**src/rtl/uart_fifo.sv**
```systemverilog
// First-word-fall-through FIFO between UART receiver and transmitter.
// Write-to-read latency 1 cycle; ready/valid decoded from registered count only.
module uart_fifo #(
   parameter int DATA_W   = 8,
   parameter int DEPTH    = 16,
   parameter int AF_LEVEL = DEPTH - 2
) (
   input  logic                     clk,
   input  logic                     rst,
   input  logic                     i_clr,
   input  logic                     i_wr_valid,
   input  logic [DATA_W-1:0]        i_wr_data,
   output logic                     o_wr_ready,
   output logic                     o_rd_valid,
   output logic [DATA_W-1:0]        o_rd_data,
   input  logic                     i_rd_ready,
   output logic [$clog2(DEPTH):0]   o_count,
   output logic                     o_almost_full
);

   localparam int AW = $clog2(DEPTH);
   localparam int CW = AW + 1;
   localparam logic [CW-1:0] FULL_C = CW'(DEPTH);
   localparam logic [CW-1:0] AF_C   = CW'(AF_LEVEL);

   logic [DATA_W-1:0] mem_q [DEPTH];
   logic [AW-1:0]     wptr_q, wptr_d;
   logic [AW-1:0]     rptr_q, rptr_d;
   logic [CW-1:0]     cnt_q, cnt_d;
   logic              af_q, af_d;
   logic              wr_en, rd_en;

   assign o_wr_ready    = (cnt_q != FULL_C);
   assign o_rd_valid    = (cnt_q != '0);
   assign wr_en         = i_wr_valid && o_wr_ready;
   assign rd_en         = o_rd_valid && i_rd_ready;
   assign o_count       = cnt_q;
   assign o_almost_full = af_q;
   // Gating keeps the head at zero while empty, which also yields the reset value.
   assign o_rd_data     = o_rd_valid ? mem_q[rptr_q] : '0;

   always_comb begin
      wptr_d = wptr_q;
      rptr_d = rptr_q;
      cnt_d  = cnt_q;
      if (i_clr) begin
         wptr_d = '0;
         rptr_d = '0;
         cnt_d  = '0;
      end else begin
         if (wr_en) wptr_d = wptr_q + 1'b1;
         if (rd_en) rptr_d = rptr_q + 1'b1;
         case ({wr_en, rd_en})
            2'b10:   cnt_d = cnt_q + 1'b1;
            2'b01:   cnt_d = cnt_q - 1'b1;
            default: cnt_d = cnt_q;
         endcase
      end
      af_d = (cnt_d >= AF_C);
   end

   always_ff @(posedge clk or posedge rst) begin
      if (rst) begin
         wptr_q <= '0;
         rptr_q <= '0;
         cnt_q  <= '0;
         af_q   <= 1'b0;
      end else begin
         wptr_q <= wptr_d;
         rptr_q <= rptr_d;
         cnt_q  <= cnt_d;
         af_q   <= af_d;
      end
   end

   always_ff @(posedge clk) begin
      if (wr_en && !i_clr) mem_q[wptr_q] <= i_wr_data;
   end

endmodule

```
**config.mk**
```make
export PLATFORM = sky130hd
export DESIGN_NAME = uart_fifo
export DESIGN_NICKNAME = d
export VERILOG_FILES = /design/src/rtl/uart_fifo.sv
export SDC_FILE = /design/constraint.sdc
export NUM_CORES = 1
export LEC_CHECK = 0
export BUFFER_PORTS_ARGS = -buffer_cell sky130_fd_sc_hd__buf_2
export CAP_MARGIN = 15
export CORE_MARGIN = 5
export CORE_UTILIZATION = 65
export DETAILED_ROUTE_END_ITERATION = 16
export GPL_TIMING_DRIVEN = 0
export PLACE_DENSITY = 0.84
export SLEW_MARGIN = 20
export SYNTH_ARGS = -nofsm -noshare
export SYNTH_HDL_FRONTEND = slang
export SYNTH_SLANG_ARGS = --single-unit
```
**constraint.sdc**
```tcl
create_clock -name clk -period 7 [get_ports clk]
set_clock_uncertainty 0.05 [all_clocks]
set_input_delay 0 -clock clk [delete_from_list [all_inputs] [get_ports clk]]
set_output_delay 0 -clock clk [all_outputs]
set_load 0.01 [all_outputs]
```
After elaboration in Yosys (flattened, before gate mapping)

Memories as Yosys holds them, arrays and structs flattened.
Cells that the tools add are included.

Register bits after elaboration: 14
Memories: 1
Logic and storage cells: 29
Input port bits: 13
Memory bits (writable): 128

Reduce and logical (&&, ||, !) cells: 7
$add $sub $neg: 4
$lt $le $gt $ge: 1
Equality and inequality tests: 3
Multiplexer cells: 9

Memory list:

| memory | words | bits a word | read ports | clocked after memory_dff | wr ports | RTL line | text |
|---|---|---|---|---|---|---|---|
| mem_q  | 16    | 8           | 1          | 0                        | 1        | 26       | `logic [DATA_W-1:0] mem_q [DEPTH];` |

Operator list:

| operator              | number |
|---|---|
| $mux W4               | 4 |
| $pmux W5 S2           | 1 |
| $add A4 B1 Y4 const B | 2 |
| $mux W8               | 1 |
| $add A5 B1 Y5 const B | 1 |
| $ge A5 B4 Y1 const B  | 1 |
| $mux W5               | 1 |
| $ne A5 B5 Y1 const B  | 1 |
| $reduce_bool A5 Y1    | 1 |
| $sub A5 B1 Y5 const B | 1 |
| $reduce_bool A2 Y1    | 2 |
| $logic_and A1 B1 Y1   | 3 |
| $eq A2 B1 Y1 const B  | 1 |
| $eq A2 B2 Y1 const B  | 1 |
| $mux W1               | 2 |
| $logic_not A1 Y1      | 1 |

Logic depth before layout (Yosys ltp)

Gate-level depths: netlist of the first run.

Depth after elaboration: 6
Gate-level depth with buffers: 12

Worst setup path before layout of the first run

Ideal clock, no wire load.

Kind: register to register
Start: register cnt_q[1] (netlist: o_count[1])
End: register af_q (netlist: o_almost_full)
Period minus slack after synthesis: 2.659 ns
Library setup time: 0.129 ns
Cell stages (with the launch flop): 13
Arrival time: 2.481 ns
Path buffers: 4
Required time: 6.821 ns
Slack: 4.341 ns
Path through: dfrtp_1 > buf_2 > nor4_4 > and2b_1 > buf_4 > nor2b_1 > buf_2 > ha_1 > clkbuf_1 > nor4b_1 > a31oi_1 > xor2_1 > o22ai_1

Longest elaborated chain between the ends: 6
Elaborated cells between the ends (all ways): 11
Those cells by class: add/sub: 2; order compare: 1; eq/ne: 3; mux: 2; reduce/logical: 3

RTL lines:

| what                                                  | RTL line | text |
|---|---|---|
| from (decl)                                           | 29       | `logic [CW-1:0] cnt_q, cnt_d;` |
| from (signal assigned)                                | 71       | `cnt_q <= cnt_d;` |
| branches (longest 3 deep; another with $sub A5 B1 Y5) | --       |  |
| $pmux W5 S2 *                                         | 53       | `case ({wr_en, rd_en})` |
| $mux W5 *                                             | 46       | `if (i_clr) begin` |
| $ge A5 B4 Y1 *                                        | 59       | `af_d = (cnt_d >= AF_C);` |
| via af_d                                              | 30       | `logic af_q, af_d;` |
| to (signal assigned)                                  | 67       | `af_q <= 1'b0;` |
| to (signal assigned)                                  | 72       | `af_q <= af_d;` |
| to (decl)                                             | 30       |  |

Mark *: on every way through the listed nets, which the timed path passes.
A chain may end at the register's enable or synchronous reset.

Worst setup path in the final report of the first run

Start: register cnt_q[3] (netlist: o_count[3])
End: register af_q (netlist: o_almost_full)

Same word-level chain as after synthesis.

==> results of run 1 <==
## worst max-delay path: cells and delay by family (launching register included)
family / cells / cell delay [ns]
fa+ha+maj: 1 / 0.31
xor+xnor: 1 / 0.25
flops: 1 / 0.49
compound gates: 2 / 0.25
simple gates: 4 / 1.06
buf+inv: 3 / 0.68
## power groups by stage
stage	sequential [mW]	clock (mW)	combinational, mW
after global routing	0.976	0.989	0.731
after CTS	0.973	0.943	0.688
final	0.974	0.936	0.683
after floorplan	0.991	0	0.487
after global placement	0.987	0	0.646
after detailed placement	0.990	0	0.661
## state kept, by name, indices dropped and copies added (netlist names)
| signal | count |
|---|---|
| o_count | 5 |
| wptr_q | 4 |
| o_almost_full | 1 |
| rptr_q | 4 |
| mem_q | 128 |
## worst paths after layout
| kind | endpoint | slack [ns] |
|---|---|---|
| min in group clk | rptr_q[0]$_DFFE_PP0P_ | 0.08 |
| worst min-delay path | rptr_q[1]$_DFFE_PP0P_ | 0.04 |
| max in group asynchronous | wptr_q[3]$_DFFE_PP0P_ | 6.49 |
| worst max register to register | o_almost_full$_DFF_PP0_ | 3.76 |
| worst max-delay path | o_almost_full$_DFF_PP0_ | 3.76 |
| worst min register to register | rptr_q[1]$_DFFE_PP0P_ | 0.65 |
## cell usage after synthesis
cell type / count / share of area
sky130_fd_sc_hd__o22ai_1: 1 / 0.0010
sky130_fd_sc_hd__buf_12: 1 / 0.0033
sky130_fd_sc_hd__buf_1: 1 / 0.00062
sky130_fd_sc_hd__a31oi_1: 3 / 0.0031
sky130_fd_sc_hd__buf_6: 2 / 0.0037
sky130_fd_sc_hd__xor2_1: 6 / 0.0087
sky130_fd_sc_hd__ha_1: 7 / 0.015
sky130_fd_sc_hd__clkbuf_1: 3 / 0.0019
sky130_fd_sc_hd__o21ai_0: 1 / 0.00083
sky130_fd_sc_hd__mux2i_1: 4 / 0.0067
sky130_fd_sc_hd__nor2b_1: 5 / 0.0052
sky130_fd_sc_hd__o221ai_1: 1 / 0.0015
sky130_fd_sc_hd__buf_2: 5 / 0.0042
sky130_fd_sc_hd__nor2b_4: 7 / 0.016
sky130_fd_sc_hd__nand3_1: 5 / 0.0042
sky130_fd_sc_hd__or3_1: 1 / 0.0010
sky130_fd_sc_hd__and2b_1: 1 / 0.0012
sky130_fd_sc_hd__nor4b_1: 2 / 0.0029
sky130_fd_sc_hd__buf_4: 3 / 0.0037
sky130_fd_sc_hd__inv_1: 5 / 0.0031
sky130_fd_sc_hd__buf_8: 2 / 0.0050
sky130_fd_sc_hd__o31ai_1: 1 / 0.0012
sky130_fd_sc_hd__nor3_1: 4 / 0.0033
sky130_fd_sc_hd__a21oi_1: 7 / 0.0058
sky130_fd_sc_hd__mux4_1: 17 / 0.074
sky130_fd_sc_hd__clkbuf_4: 1 / 0.0012
sky130_fd_sc_hd__mux4_2: 23 / 0.086
sky130_fd_sc_hd__nand4_1: 1 / 0.0010
sky130_fd_sc_hd__edfxtp_1: 128 / 0.64
sky130_fd_sc_hd__nor4_4: 1 / 0.0035
sky130_fd_sc_hd__nand2_1: 11 / 0.0069
sky130_fd_sc_hd__nor2_1: 27 / 0.017
sky130_fd_sc_hd__xnor2_1: 3 / 0.0044
sky130_fd_sc_hd__dfrtp_1: 14 / 0.058
sky130_fd_sc_hd__nand2b_1: 5 / 0.0052
## cell usage in the layout (no fill, tap or decap), types with 7 or more instances in the layout
cell type / count
sky130_fd_sc_hd__dlygate4sd3_1: 12
sky130_fd_sc_hd__a21oi_1: 7
sky130_fd_sc_hd__mux4_2: 23
sky130_fd_sc_hd__clkbuf_16: 16
sky130_fd_sc_hd__nor2b_4: 7
sky130_fd_sc_hd__edfxtp_1: 128
sky130_fd_sc_hd__buf_2: 33
sky130_fd_sc_hd__nor2_1: 27
sky130_fd_sc_hd__ha_1: 7
sky130_fd_sc_hd__mux4_1: 17
sky130_fd_sc_hd__dfrtp_1: 14
sky130_fd_sc_hd__nand2_1: 11
## routing by layer
metal	vias up	routed length [µm]	global-route usage
li1	1359	-	-
met1	1580	4890	0.327
met2	162	6270	0.385
met3	26	847	0.0540
met4	0	291	0.0925
met5	-	0	0
## cell families (layout without fill, tap and decap cells)
group	count (synthesis)	in the layout	share of synthesized area
DFF	142	142	0.697
and+or+nand+nor	70	70	0.0674
muxes	44	44	0.167
buffers and inverters	23	95	0.0268
AOI/OAI and AO/OA	14	14	0.0135
xor gates and xnor gates	9	9	0.0131
adders and majority gates	7	7	0.0146
## final cells by class
type                    instances  share of cell area
repair buffers                 40              0.0369
flip-flops and latches        142               0.595
plain buffers                  18              0.0202
inverters                       5             0.00266
clock buffers                  17              0.0587
clock inverters                15              0.0294
well taps                     111              0.0197
multi-input cells             144               0.238
==> results.rst, run 1 <==
.. list-table::
   :header-rows: 1

   * - Metric
     - Value
   * - Share of post-route cells with drive strength above 1
     - 0.281
   * - CP arrival
     - 3.57 ns
   * - Post-place setup slack
     - 4.06 ns
   * - Leakage power
     - 2.47 nW
   * - Number of I/O port buffers
     - 28
   * - Global-route wire length before repair
     - 19,100 µm
   * - Vias/cell
     - 6.36
   * - Final Instance Count excl. Fillers
     - 492
   * - Antenna Cells
     - 0
   * - Die H
     - 106 µm
   * - Yosys cell types
     - 35
   * - Relative slew slack
     - 0.336
   * - Post-route setup TNS
     - 0 ns
   * - Clock slew at the register clock pins of the worst setup and hold paths
     - 0.06 ns
   * - Post-DP HPWL
     - 7460 µm
   * - Number of slew-limit violations in the final report
     - 0
   * - Synth-to-layout area growth
     - 17.3%
   * - DRC violations left
     - 0
   * - Area of all sequential standard cells
     - 4190 µm²
   * - Fin worst setup slack
     - 3.76 ns
   * - Buffers from clock root to sink, at most
     - 2
   * - Cell internal power dissipation
     - 1.87 mW
   * - Post-route cell area
     - 7050 µm²
   * - Worst-Margin Slew
     - 0.992 ns
   * - PostCTS Resize Cnt
     - 0
   * - Mean Syn Cell Area
     - 19.5 µm²
   * - Iteration-0 DRC count of the detailed router
     - 278
   * - CTS Hold Buffers Added
     - 12
   * - Clock tree sinks
     - 142
   * - Num CTS Buffers
     - 17
   * - Hold Fails Final Rpt
     - 0
   * - PnR Total Power
     - 2.59 mW
   * - Placeable core region
     - 9110 µm²
   * - TritonCTS clock tree
     - done
   * - CP max-delay cell
     - sky130_fd_sc_hd__dfrtp_1
   * - Level count of the clock H-tree
     - 4
   * - Cell area after synthesis
     - 6010 µm²
   * - Overall routed net length
     - 12,300 µm
   * - Starting density of the core
     - 0.660
   * - Total of fill cells in the finished design
     - 451
   * - Result of the run
     - finished clean
   * - Maximum Capacitance Violations
     - 0
   * - Number of global-route vias before repair
     - 3,282
   * - Psw
     - 0.726 mW
   * - Time the final worst path needs with I/O delays and setup
     - 3.24 ns
   * - Total global routing overflow
     - 0
   * - Post-CTS setup-driven buffer insertion count
     - 0
   * - Initial DRT Pass Iterations
     - 6
   * - Overall via count from detail_route
     - 3,127
   * - Cell count after synthesis
     - 309
   * - Average routed wire per standard cell
     - 25.0 µm
   * - Max Fanout on Critical Path
     - 10
   * - GRT Util Overall
     - 0.240
   * - Core Rows
     - 35
   * - Die Span X
     - 106 µm
   * - Root Buffer
     - sky130_fd_sc_hd__clkbuf_8
   * - Maximum number of pins on one net before global-route repair
     - 17
   * - Post-Syn Nets
     - 329
   * - Critical-path cell list
     - nor4_4 > and2b_1 > buf_4 > nor2b_1 > buf_2 > ha_1 > clkbuf_1 > nor4b_1 > a31oi_1 > xor2_1 > o22ai_1
   * - Unrepaired setup endpoints after global routing
     - no
   * - Sequential fraction of the synthesis area
     - 0.697
   * - Slowest stage delay, CP
     - 0.49 ns
   * - Pwr per Cell Area
     - 368 nW/µm²
   * - Depth of the most critical reg-to-reg path
     - 11
   * - I/O pin count
     - 29
   * - Sequential Power Share
     - 0.376
   * - Yosys synthesis warning count
     - 0
   * - Peak VDD IR
     - 269 µV
   * - Launching instance or port of the critical path
     - o_count[3]$_DFF_PP0_
   * - Initial antenna violation count
     - 0
   * - Proportion of power drawn by combinational gates
     - 0.263
   * - Type of the worst min-delay path
     - in -> async
   * - Number of nets with antenna violations after detailed routing
     - 0
   * - Total of flip-flops plus latches after synthesis
     - 142
   * - Area used by multi-input combinational logic
     - 1680 µm²
   * - Post-route clock period utilization
     - 0.462
   * - Crit path launch type
     - flop
   * - Type of element capturing the critical path
     - flop
   * - Clock network fraction of design power
     - 0.361
   * - Placed cell count
     - 448
   * - Required time reported for the critical path endpoint
     - 7.33 ns
   * - Hold slack
     - 0.0387 ns
   * - Endpoints failing setup
     - 0
   * - Critical setup path kind
     - reg -> reg
   * - Net switching share of the total power
     - 0.280
   * - F_max
     - 309 MHz
   * - Routability Congestion
     - 0.812
   * - Net count of the finished layout
     - 388
   * - Area after DPL
     - 6310 µm²
   * - Reg2Reg Launch Point
     - o_count[3]$_DFF_PP0_
   * - Post-Route Utilization
     - 0.774
   * - Die area
     - 11,300 µm²
   * - Latest clock arrival within the worst-skew pair
     - 0.52 ns
No activity file was read; power rests on OpenSTA's default activity.
==> run 2: changes to the inputs <==
--- a/config.mk
+++ b/config.mk
@@ -8,10 +8,10 @@
 export BUFFER_PORTS_ARGS = -buffer_cell sky130_fd_sc_hd__buf_2
 export CAP_MARGIN = 15
 export CORE_MARGIN = 5
-export CORE_UTILIZATION = 65
+export CORE_UTILIZATION = 55
 export DETAILED_ROUTE_END_ITERATION = 16
 export GPL_TIMING_DRIVEN = 0
-export PLACE_DENSITY = 0.84
+export PLACE_DENSITY = 0.75
 export SLEW_MARGIN = 20
 export SYNTH_ARGS = -nofsm -noshare
 export SYNTH_HDL_FRONTEND = slang
==> constraint.sdc (replaced) <==
create_clock -name clk -period 2.6 [get_ports clk]
set_clock_uncertainty 0.05 [all_clocks]
set_input_delay 0 -clock clk [delete_from_list [all_inputs] [get_ports clk]]
set_output_delay 0 -clock clk [all_outputs]
set_load 0.01 [all_outputs]
==> run 2 against run 1 <==
  * The flow now finishes with violations (setup timing)
  * Die area up 16%
  * Clock-buffer cell count did not move
  * Global-route usage fell by 3.8 points
  * Critical path depth grew 1
  * Combinational power rose to 3.6 times the previous value
  * Sequential power rose to 2.7 times the previous value
  * Register-to-register slack worse by 3.8 ns
  * Core utilization is 9.0 points lower
  * Highest routed layer unchanged
==> results.rst, run 2 (same netlist as run 1, synthesis figures left out) <==
.. list-table::
   :header-rows: 1

   * - Metric
     - Value
   * - Result of the run
     - complete, but fails checks
   * - Failing checks
     - setup timing
   * - Leakage power
     - 2.54 nW
   * - Root Buffer
     - sky130_fd_sc_hd__clkbuf_8
   * - Num CTS Buffers
     - 17
   * - Critical setup path kind
     - reg -> reg
   * - Vias/cell
     - 5.99
   * - Top cell by count, worst path
     - sky130_fd_sc_hd__nor2_1
   * - Psw
     - 2.22 mW
   * - Average routed wire per standard cell
     - 24.3 µm
   * - HP Start
     - i_rd_ready
   * - DRC violations left
     - 0
   * - Reg2Reg Launch Point
     - o_count[1]$_DFF_PP0_
   * - Number of cells on the worst hold path
     - 5
   * - Unrepaired setup endpoints after global routing
     - yes
   * - Post-Route M1 WL
     - 5640 µm
   * - Die area
     - 13,100 µm²
   * - Slowest stage delay, CP
     - 0.38 ns
   * - Post-DP HPWL
     - 7530 µm
   * - Overall routed net length
     - 13,100 µm
   * - Final Instance Count excl. Fillers
     - 538
   * - Initial antenna violation count
     - 0
   * - Buffers from clock root to sink, at most
     - 2
   * - Iteration-0 DRC count of the detailed router
     - 415
   * - Post-Route Utilization
     - 0.685
   * - Post-route clock period utilization
     - 1.01
   * - Area after DPL
     - 6370 µm²
   * - F_max
     - 379 MHz
   * - Crit path launch type
     - flop
   * - Max Fanout on Critical Path
     - 3
   * - Die H
     - 115 µm
   * - Routability Congestion
     - 0.849
   * - Net count of the finished layout
     - 405
   * - GRT Util Overall
     - 0.202
   * - Delay-heaviest family, CP
     - simple AND/OR/NAND/NOR gates
   * - Hold Fails Final Rpt
     - 0
   * - Depth of the most critical reg-to-reg path
     - 12
   * - Relative slew slack
     - 0.471
   * - Worst Hold Path EP
     - rptr_q[2]$_DFFE_PP0P_
   * - Maximum Capacitance Violations
     - 0
   * - Wire length on met2
     - 6380 µm
   * - Buffers & Inverters on Critical Path
     - 2
   * - Level count of the clock H-tree
     - 4
   * - Clock network fraction of design power
     - 0.326
   * - PnR Total Power
     - 7.55 mW
   * - Endpoints failing setup
     - 3
   * - Core Rows
     - 38
   * - Proportion of power drawn by combinational gates
     - 0.326
   * - CP max-delay cell
     - sky130_fd_sc_hd__dfrtp_1
   * - Depth of the critical timing path with buffers and inverters included
     - 12
   * - Cell internal power dissipation
     - 5.33 mW
   * - Die Span X
     - 115 µm
   * - Top library cells by usage in the layout, fill and taps aside
     - 128 x sky130_fd_sc_hd__edfxtp_1, 37 x sky130_fd_sc_hd__mux4_2, 23 x sky130_fd_sc_hd__buf_2, 19 x sky130_fd_sc_hd__clkbuf_16, 17 x sky130_fd_sc_hd__buf_4
   * - Critical-path cell list
     - buf_6 > nor4_4 > mux2i_2 > nor2_1 > a21oi_2 > ha_2 > buf_4 > a21oi_1 > xor2_1 > nor2_1 > xnor2_1 > o22ai_1
   * - Sequential Power Share
     - 0.348
   * - TritonCTS clock tree
     - done
   * - Latest clock arrival within the worst-skew pair
     - 0.53 ns
   * - Clock tree sinks
     - 142
   * - Placeable core region
     - 10,800 µm²
   * - Total length of routed met3 wires
     - 920 µm
   * - Biggest register
     - mem_q
   * - Total of fill cells in the finished design
     - 656
   * - R2R Setup Slk
     - -0.04 ns
   * - I/O pin count
     - 29
   * - Initial DRT Pass Iterations
     - 5
   * - Type of element capturing the critical path
     - flop
   * - Total global routing overflow
     - 0
   * - Number of slew-limit violations in the final report
     - 0
   * - Most common library cell in the layout ignoring fill and taps
     - sky130_fd_sc_hd__edfxtp_1
   * - Number of I/O port buffers
     - 28
   * - Post-route setup TNS
     - -0.0500 ns
   * - Topmost layer with routed signal wires
     - met4
   * - Clock slew at the register clock pins of the worst setup and hold paths
     - 0.07 ns
   * - Antenna Cells
     - 0
   * - Overall via count from detail_route
     - 3,220
   * - Number of nets with antenna violations after detailed routing
     - 0
   * - Placed cell count
     - 478
   * - Peak VDD IR
     - 551 µV
   * - Flip-flop count of the largest register after layout
     - 128
   * - Time the final worst path needs with I/O delays and setup
     - 2.64 ns
   * - Type of the worst min-delay path
     - in -> reg
   * - Post-place setup slack
     - -0.234 ns
   * - Synth-to-layout area growth
     - 22.9%
   * - Share of post-route cells with drive strength above 1
     - 0.405
   * - Pwr per Cell Area
     - 1020 nW/µm²
   * - Starting density of the core
     - 0.557
   * - Hold slack
     - 0.0570 ns
   * - Reg2reg end
     - o_almost_full$_DFF_PP0_
   * - Net switching share of the total power
     - 0.294
   * - Maximum number of pins on one net before global-route repair
     - 17
   * - Number of global-route vias before repair
     - 3,246
   * - Global-route wire length before repair
     - 19,000 µm
   * - Fin worst setup slack
     - -0.0375 ns
   * - Worst-Margin Slew
     - 0.789 ns
   * - Required time reported for the critical path endpoint
     - 2.94 ns
   * - CP arrival
     - 2.98 ns
   * - Post-route cell area
     - 7390 µm²
==> run 2: cell types whose count changed in the layout (fill, tap and decap cells not counted), sizes merged <==
cell / delta
buf: +15
bufinv: -2
inv: +5
clkinvlp: -3
clkbuf: +2
==> run 2: repair_timing <==
item,4_1_cts,5_1_grt
endpoints found under the hold margin,153,0
hold buffers,12,0
pin swaps,1,9
endpoints found under the setup margin,44,100
gates cloned,0,3
gates resized for setup,26,30
buffers inserted,5,10
==> run 2: worst max-delay path by stage <==
stage,start,endpoint,slack (ns)
2_1_floorplan,o_count[1]$_DFF_PP0_,o_almost_full$_DFF_PP0_,0.02
3_3_place_gp,o_count[2]$_DFF_PP0_,mem_q[0][6]$_DFFE_PP_,-0.36
3_5_place_dp,o_count[3]$_DFF_PP0_,o_almost_full$_DFF_PP0_,-0.23
4_1_cts,o_count[2]$_DFF_PP0_,o_almost_full$_DFF_PP0_,-0.06
5_1_grt,o_count[1]$_DFF_PP0_,o_almost_full$_DFF_PP0_,-0.12
6_report,o_count[1]$_DFF_PP0_,o_almost_full$_DFF_PP0_,-0.04
==> run 2: power groups by stage <==
stage | registers, mW | clock network, mW | logic, mW
floorplan | 2.67 | 0 | 1.33
finish | 2.63 | 2.46 | 2.46
detailed placement | 2.66 | 0 | 1.83
global placement | 2.66 | 0 | 1.79
CTS | 2.62 | 2.47 | 2.06
global route | 2.63 | 2.59 | 2.61
==> run 2: layer usage <==
layer / up-vias / GRT usage
met5: - / 0
met1: 1657 / 0.296
li1: 1387 / -
met2: 163 / 0.303
met4: 0 / 0.0530
met3: 13 / 0.0544
==> run 2: final cells by class <==
cell class	count	area [µm²]	area share
Clock inverter	15	189	0.0256
Tap cell	140	175	0.0237
Clock buffer	17	414	0.0560
Timing Repair Buffer	59	503	0.0681
Buffer	16	178	0.0240
Inverter	5	18.8	0.00254
Sequential cell	142	4190	0.567
Multi-Input combinational cell	144	1720	0.233
==> run 2: worst register-to-register path, cell delays in order (launching register included) <==
cell and delay, ns:
sky130_fd_sc_hd__dfrtp_1 0.38, sky130_fd_sc_hd__buf_6 0.13, sky130_fd_sc_hd__nor4_4 0.37, sky130_fd_sc_hd__mux2i_2 0.29, sky130_fd_sc_hd__nor2_1 0.11, sky130_fd_sc_hd__a21oi_2 0.13, sky130_fd_sc_hd__ha_2 0.23, sky130_fd_sc_hd__buf_4 0.13
sky130_fd_sc_hd__a21oi_1 0.04, sky130_fd_sc_hd__xor2_1 0.15, sky130_fd_sc_hd__nor2_1 0.17, sky130_fd_sc_hd__xnor2_1 0.21, sky130_fd_sc_hd__o22ai_1 0.13
